### config.mk
export PLATFORM = sky130hd
export DESIGN_NAME = noc_wormhole_arbiter
export DESIGN_NICKNAME = d
export VERILOG_FILES = /design/src/rtl/noc_wormhole_arbiter.sv
export SDC_FILE = /design/constraint.sdc
export NUM_CORES = 1
export LEC_CHECK = 0
export ABC_AREA = 1
export CAP_MARGIN = 20
export CORE_MARGIN = 1
export CORE_UTILIZATION = 40
export DETAILED_ROUTE_END_ITERATION = 7
export MAX_ROUTING_LAYER = met4
export PLACE_DENSITY_LB_ADDON = 0.3
export SLEW_MARGIN = 10
export SYNTH_ARGS = -nofsm -noshare
export SYNTH_HDL_FRONTEND = slang
export SYNTH_SLANG_ARGS = --single-unit
export TNS_END_PERCENT = 1
### constraint.sdc
create_clock -name clk -period 5.45 [get_ports clk]
set_input_delay 1.09 -clock clk [delete_from_list [all_inputs] [get_ports clk]]
set_output_delay 1.09 -clock clk [all_outputs]
set_load 0.05 [all_outputs]
### src/rtl/noc_wormhole_arbiter.sv
// noc_wormhole_arbiter: YX-routing switch allocator for a 5-port mesh router, with wormhole locking and credit gating.
// Define ARB_HEADER_LEN_EN to take each packet's length from its header len field instead of PKT_LEN.
//
// state      | meaning
// IN_IDLE    | input waiting for a head flit
// IN_REQ     | route latched in next_hop, requesting that output
// IN_ACTIVE  | input owns its output until the last flit leaves
// OUT_FREE   | output grants one requester round-robin from rr_ptr
// OUT_LOCKED | output held by owner for the whole packet
module noc_wormhole_arbiter #(
   parameter int COORD_W      = 4,
   parameter int LEN_W        = 4,
   parameter int PKT_LEN      = 4,
   parameter int CREDIT_DEPTH = 4,
   parameter int SEL_W        = 3
) (
   input  logic                             clk,
   input  logic                             reset,
   input  logic [2*COORD_W-1:0]             yx_pos_i,
   input  logic [4:0]                       arb_empty_i,
   input  logic [5*(LEN_W+2*COORD_W)-1:0]   arb_header_i,
   input  logic [4:0]                       arb_credit_i,
   output logic [4:0]                       arb_read_o,
   output logic [4:0]                       arb_credit_o,
   output logic [4:0]                       arb_valid_o,
   output logic [5*SEL_W-1:0]               arb_mux_sel_o,
   output logic [5*SEL_W-1:0]               arb_demux_sel_o,
   output logic                             arb_err_o
);
   localparam int NP    = 5;
   localparam int HDR_W = LEN_W + 2*COORD_W;
   localparam int CRD_W = $clog2(CREDIT_DEPTH + 1);

   localparam logic [SEL_W-1:0] PORT_N = SEL_W'(0);
   localparam logic [SEL_W-1:0] PORT_S = SEL_W'(1);
   localparam logic [SEL_W-1:0] PORT_W = SEL_W'(2);
   localparam logic [SEL_W-1:0] PORT_E = SEL_W'(3);
   localparam logic [SEL_W-1:0] PORT_L = SEL_W'(4);

   localparam logic [1:0] IN_IDLE   = 2'd0;
   localparam logic [1:0] IN_REQ    = 2'd1;
   localparam logic [1:0] IN_ACTIVE = 2'd2;
   localparam logic [0:0] OUT_FREE   = 1'b0;
   localparam logic [0:0] OUT_LOCKED = 1'b1;

   logic [1:0]        in_state  [NP];
   logic [SEL_W-1:0]  next_hop  [NP];
   logic [0:0]        out_state [NP];
   logic [SEL_W-1:0]  owner     [NP];
   logic [SEL_W-1:0]  rr_ptr    [NP];
   logic [LEN_W-1:0]  flit_cnt  [NP];
   logic [CRD_W-1:0]  credit    [NP];
   logic              err_q;

   logic [SEL_W-1:0]  route     [NP];
   logic [SEL_W-1:0]  grant_idx [NP];
   logic [LEN_W-1:0]  last_idx  [NP];
   logic [NP-1:0]     route_bad;
   logic [NP-1:0]     in_latch;
   logic [NP-1:0]     grant_vld;
   logic [NP-1:0]     xfer;
   logic [NP-1:0]     last_flit;
   logic [NP-1:0]     cred_ovf;
   logic [NP-1:0]     in_granted;
   logic [NP-1:0]     in_done;

   wire [COORD_W-1:0] my_y = yx_pos_i[2*COORD_W-1:COORD_W];
   wire [COORD_W-1:0] my_x = yx_pos_i[COORD_W-1:0];

`ifdef ARB_HEADER_LEN_EN
   logic [LEN_W-1:0]  pkt_len   [NP];
`else
   logic              unused_hdr_len;
   always_comb begin
      unused_hdr_len = 1'b0;
      for (int p = 0; p < NP; p++)
         unused_hdr_len = unused_hdr_len ^ (^arb_header_i[p*HDR_W + 2*COORD_W +: LEN_W]);
   end
`endif

   // YX route on the head flit; a U-turn back out the arriving port is diverted to L
   always_comb begin
      route_bad = '0;
      in_latch  = '0;
      for (int p = 0; p < NP; p++) begin
         if (arb_header_i[p*HDR_W + COORD_W +: COORD_W] < my_y)
            route[p] = PORT_N;
         else if (arb_header_i[p*HDR_W + COORD_W +: COORD_W] > my_y)
            route[p] = PORT_S;
         else if (arb_header_i[p*HDR_W +: COORD_W] < my_x)
            route[p] = PORT_W;
         else if (arb_header_i[p*HDR_W +: COORD_W] > my_x)
            route[p] = PORT_E;
         else
            route[p] = PORT_L;
         route_bad[p] = (p != NP-1) && (route[p] == SEL_W'(p));
         if (route_bad[p])
            route[p] = PORT_L;
         in_latch[p] = (in_state[p] == IN_IDLE) && !arb_empty_i[p];
      end
   end

   always_comb begin
      grant_vld = '0;
      for (int o = 0; o < NP; o++) begin
         grant_idx[o] = '0;
         if (out_state[o] == OUT_FREE) begin
            for (int k = 0; k < NP; k++) begin
               if (!grant_vld[o] &&
                   in_state[(int'(rr_ptr[o]) + k) % NP] == IN_REQ &&
                   next_hop[(int'(rr_ptr[o]) + k) % NP] == SEL_W'(o)) begin
                  grant_vld[o] = 1'b1;
                  grant_idx[o] = SEL_W'((int'(rr_ptr[o]) + k) % NP);
               end
            end
         end
      end
   end

   always_comb begin
      xfer          = '0;
      last_flit     = '0;
      cred_ovf      = '0;
      in_granted    = '0;
      in_done       = '0;
      arb_read_o    = '0;
      arb_valid_o   = '0;
      arb_mux_sel_o = '0;
      for (int o = 0; o < NP; o++) begin
`ifdef ARB_HEADER_LEN_EN
         last_idx[o] = pkt_len[owner[o]] - LEN_W'(1);
`else
         last_idx[o] = LEN_W'(PKT_LEN - 1);
`endif
         if (out_state[o] == OUT_LOCKED) begin
            arb_mux_sel_o[o*SEL_W +: SEL_W] = owner[o];
            xfer[o]      = !arb_empty_i[owner[o]] && (credit[o] != '0);
            last_flit[o] = xfer[o] && (flit_cnt[o] == last_idx[o]);
            arb_read_o[owner[o]] = arb_read_o[owner[o]] | xfer[o];
            in_done[owner[o]]    = in_done[owner[o]] | last_flit[o];
         end
         arb_valid_o[o] = xfer[o];
         cred_ovf[o]    = arb_credit_i[o] && !xfer[o] && (credit[o] == CRD_W'(CREDIT_DEPTH));
         if (grant_vld[o])
            in_granted[grant_idx[o]] = 1'b1;
      end
   end

   always_comb begin
      arb_demux_sel_o = '0;
      for (int p = 0; p < NP; p++)
         arb_demux_sel_o[p*SEL_W +: SEL_W] = next_hop[p];
   end

   assign arb_credit_o = arb_read_o;
   assign arb_err_o    = err_q;

   always_ff @(posedge clk or posedge reset) begin
      if (reset) begin
         for (int p = 0; p < NP; p++) begin
            in_state[p] <= IN_IDLE;
            next_hop[p] <= '0;
`ifdef ARB_HEADER_LEN_EN
            pkt_len[p]  <= LEN_W'(1);
`endif
         end
      end else begin
         for (int p = 0; p < NP; p++) begin
            case (in_state[p])
               IN_IDLE: if (in_latch[p]) begin
                  next_hop[p] <= route[p];
                  in_state[p] <= IN_REQ;
`ifdef ARB_HEADER_LEN_EN
                  // a zero length still carries the header flit
                  pkt_len[p]  <= (arb_header_i[p*HDR_W + 2*COORD_W +: LEN_W] == '0) ? LEN_W'(1)
                                 : arb_header_i[p*HDR_W + 2*COORD_W +: LEN_W];
`endif
               end
               IN_REQ:    if (in_granted[p]) in_state[p] <= IN_ACTIVE;
               IN_ACTIVE: if (in_done[p])    in_state[p] <= IN_IDLE;
               default:   in_state[p] <= IN_IDLE;
            endcase
         end
      end
   end

   always_ff @(posedge clk or posedge reset) begin
      if (reset) begin
         for (int o = 0; o < NP; o++) begin
            out_state[o] <= OUT_FREE;
            owner[o]     <= '0;
            rr_ptr[o]    <= '0;
            flit_cnt[o]  <= '0;
            credit[o]    <= CRD_W'(CREDIT_DEPTH);
         end
         err_q <= 1'b0;
      end else begin
         for (int o = 0; o < NP; o++) begin
            if (out_state[o] == OUT_FREE) begin
               if (grant_vld[o]) begin
                  out_state[o] <= OUT_LOCKED;
                  owner[o]     <= grant_idx[o];
                  flit_cnt[o]  <= '0;
               end
            end else if (last_flit[o]) begin
               out_state[o] <= OUT_FREE;
               owner[o]     <= '0;
               flit_cnt[o]  <= '0;
               rr_ptr[o]    <= (owner[o] == SEL_W'(NP-1)) ? '0 : owner[o] + SEL_W'(1);
            end else if (xfer[o]) begin
               flit_cnt[o]  <= flit_cnt[o] + LEN_W'(1);
            end
            case ({xfer[o], arb_credit_i[o]})
               2'b10:   credit[o] <= credit[o] - CRD_W'(1);
               2'b01:   if (!cred_ovf[o]) credit[o] <= credit[o] + CRD_W'(1);
               default: credit[o] <= credit[o];
            endcase
         end
         err_q <= err_q | (|cred_ovf) | (|(route_bad & in_latch));
      end
   end
endmodule

==> flow_summary.ini <==
[timing]
setup_violations = 0
fin_crit_sh_pct = 93.7
max_clock_freq_mhz = 196
fin_crit_ns = 5.11
rsz0062_at_grt = false
slew_viol_final = 0
fin_skew_ns = 0.0100
maxSlewHeadroom_pct = 29.2
worst_pin_slew_ns = 1.06
hold_viol_final = 0

[grt]
grt.busiest_layer = met2
grt_pass1_vias = 14400
grt-ovfl-total = 0
met2_usage_pct = 42.5
met3_usage_pct = 1.75
grt_pass1_wl_um = 73800
antenna_found_initial = 0
grt_start_max_net_pins = 67
use_met1_pct = 35.0
grtUsageTotal_pct = 26.2

[placement]
placed_area_um2 = 16000
gp_congestion = 0.932
place_hpwl_um = 37800
io_buffers = 105

[finish]
final_cell_area_um2 = 16400
layout_common_cells = nand2_1, inv_1, nor2_1, nand3_1, o21ai_0
syn_to_final_growth_pct = 15.6
diodes = 0
nets = 2661
final_common_cell = nand2_1
fillCellCount = 3603
final_layout_size_suffix_gt1_share_pct = 8.33

[floorplanning]
dieWidth_um = 190
die_h_um = 190
die_area_um2 = 36300
ios = 126
core_area_um2 = 34700
start_util_pct = 40.9
fp-row-count = 68

[route]
drtIter0Drc = 1137
vias = 15400
drc_errors = 0
wl_per_cell_um = 15.9
ant_nets = 0
via_per_inst = 5.36
first_pass_iters = 6
wirelength_um = 45800

[clock_network]
clock_tree.buffer_depth = 2
cts-buffers-inserted = 9
cts_tree = yes
clk_pin_slew_ns = 0.07
numClockSinks = 96
clk_latency_ns = 0.37
cts_htree_levels = 3
clock-root-buffer = clkbuf_16

[synthesis]
synthesis.nets = 2536
synth-edff-count = 0
synth_compound_area_share_pct = 15.4
synth_ff_type = dfrtp_1
synth-adder-area-share_pct = 14.6
yosysWarnings = 0
synth_area_um2 = 14200
yosysUniqueCellTypes = 64
syn_inst = 2294
synth_top_cell_area_share_pct = 16.0
synth_top_cell_by_area = dfrtp_1
synthTopCellsByArea = dfrtp_1, nand2_1, ha_1
synth_top_family_by_area = simple AND/OR/NAND/NOR gates
avgSynthCellArea_um2 = 6.19
async_flop_share_pct = 100
ys_seq_area_share_pct = 17.0
synthMuxAreaShare_pct = 0.617
synth-xor-area-share_pct = 4.23
synthSimpleGateAreaFrac_pct = 36.0
ys_seq_elements = 96

[critical_path]
worst-r2r-cell-count = 31
start_kind = primary input
worstSetupPathType = in -> out
path_max_fanout = 7
worstReg2RegEnd = in_state[9]
cp-end-kind = primary output
required_ns = 4.36
reg2reg_from = rr_ptr[7]
cp.arrival_ns = 4.02
r2r_slack_ns = 0.48
path_buf_inv = 3
crit_slowest_cell = nor2_4
crit_family = simple AND/OR/NAND/NOR gates
max_stage_delay_ns = 0.21

[outcome]
outcome = finished, final reports clean

[worst_hold_path]
hold_depth = 1
whs_endpoint = flit_cnt[10]
worstHoldStart = flit_cnt[10]
hp-class = reg -> reg

[run]
max-cap-violations = 0
## synthesized netlist by cell type, types with 14 or more instances
cell      number
nand2_1      544
inv_1        394
nor2_1       212
nand3_1      193
o21ai_0      166
ha_1         155
dfrtp_1       91
a21oi_1       70
nand4_1       62
xor2_1        47
o21ai_1       44
nor3_1        31
nand2_2       30
o211ai_1      29
inv_2         19
o22ai_1       15
nand3b_1      14
## area by class of cell
cell class                      instances  area (um^2)  share of cell area, %
Clock buffer                            9          225                   1.37
Tap cell                              455          569                   3.47
Timing Repair Buffer                  140         1430                   8.69
Clock inverter                          7         62.6                  0.381
Sequential cell                        96         2410                   14.7
Inverter                              419         1580                   9.61
Multi-Input combinational cell       1753        10200                   61.8
## metal layers
layer / vias up / share of wire [%]
met1: 7216 / 47
met4: 0 / 2.3
met5: - / 0
met2: 427 / 46
li1: 7726 / -
met3: 60 / 4.7
## cell families after synthesis
family | Yosys count
compound gates | 382
xor+xnor | 60
fa+ha+maj | 162
buf+inv | 445
flops | 96
mux | 8
simple gates | 1141
## timing repair
item,4_1_cts,5_1_grt
hold buffers,0,0
endpoints found under the setup margin,10,10
gates resized for setup,5,19
buffers inserted,2,0
pin swaps,1,6
## through the flow
| stage | utilization [%] | instances | setup TNS [ns] | hold slack [ns] | setup WS (ns) |
|---|---|---|---|---|---|
| global placement | 46.2 | 2861 | -0.169 | 0.481 | -0.0236 |
| detailed placement | 46.2 | 2861 | -0.274 | 0.491 | -0.0377 |
| finish | 47.3 | 2879 | 0 | 0.504 | 0.345 |
| floorplan | - | 2294 | 0 | 0.456 | 0.314 |
| CTS | 47.1 | 2879 | 0 | 0.502 | 0.00775 |
| global route | 47.3 | 2879 | 0 | 0.524 | 0.0384 |
## worst max-delay path by stage
stage,end,cells after the start,start,slack [ns]
2_1_floorplan,arb_read_o[1],26,arb_empty_i[2],0.31
3_3_place_gp,arb_read_o[0],27,arb_empty_i[3],-0.02
3_5_place_dp,arb_read_o[0],27,arb_empty_i[3],-0.04
4_1_cts,arb_read_o[0],27,arb_empty_i[3],0.008
5_1_grt,arb_read_o[0],25,arb_empty_i[3],0.04
6_report,arb_read_o[0],25,arb_empty_i[3],0.34
## sequential cells by signal, indices dropped and copies added (netlist names)
name and count:
flit_cnt 20, credit 15, in_state 10, out_state 5, arb_demux_sel_o 15, rr_ptr 15, owner 15, arb_err_o 1
Power is left out: the tool's default activity adds up to more than one toggle a clock period on the data nets, which glitch-free logic cannot reach.
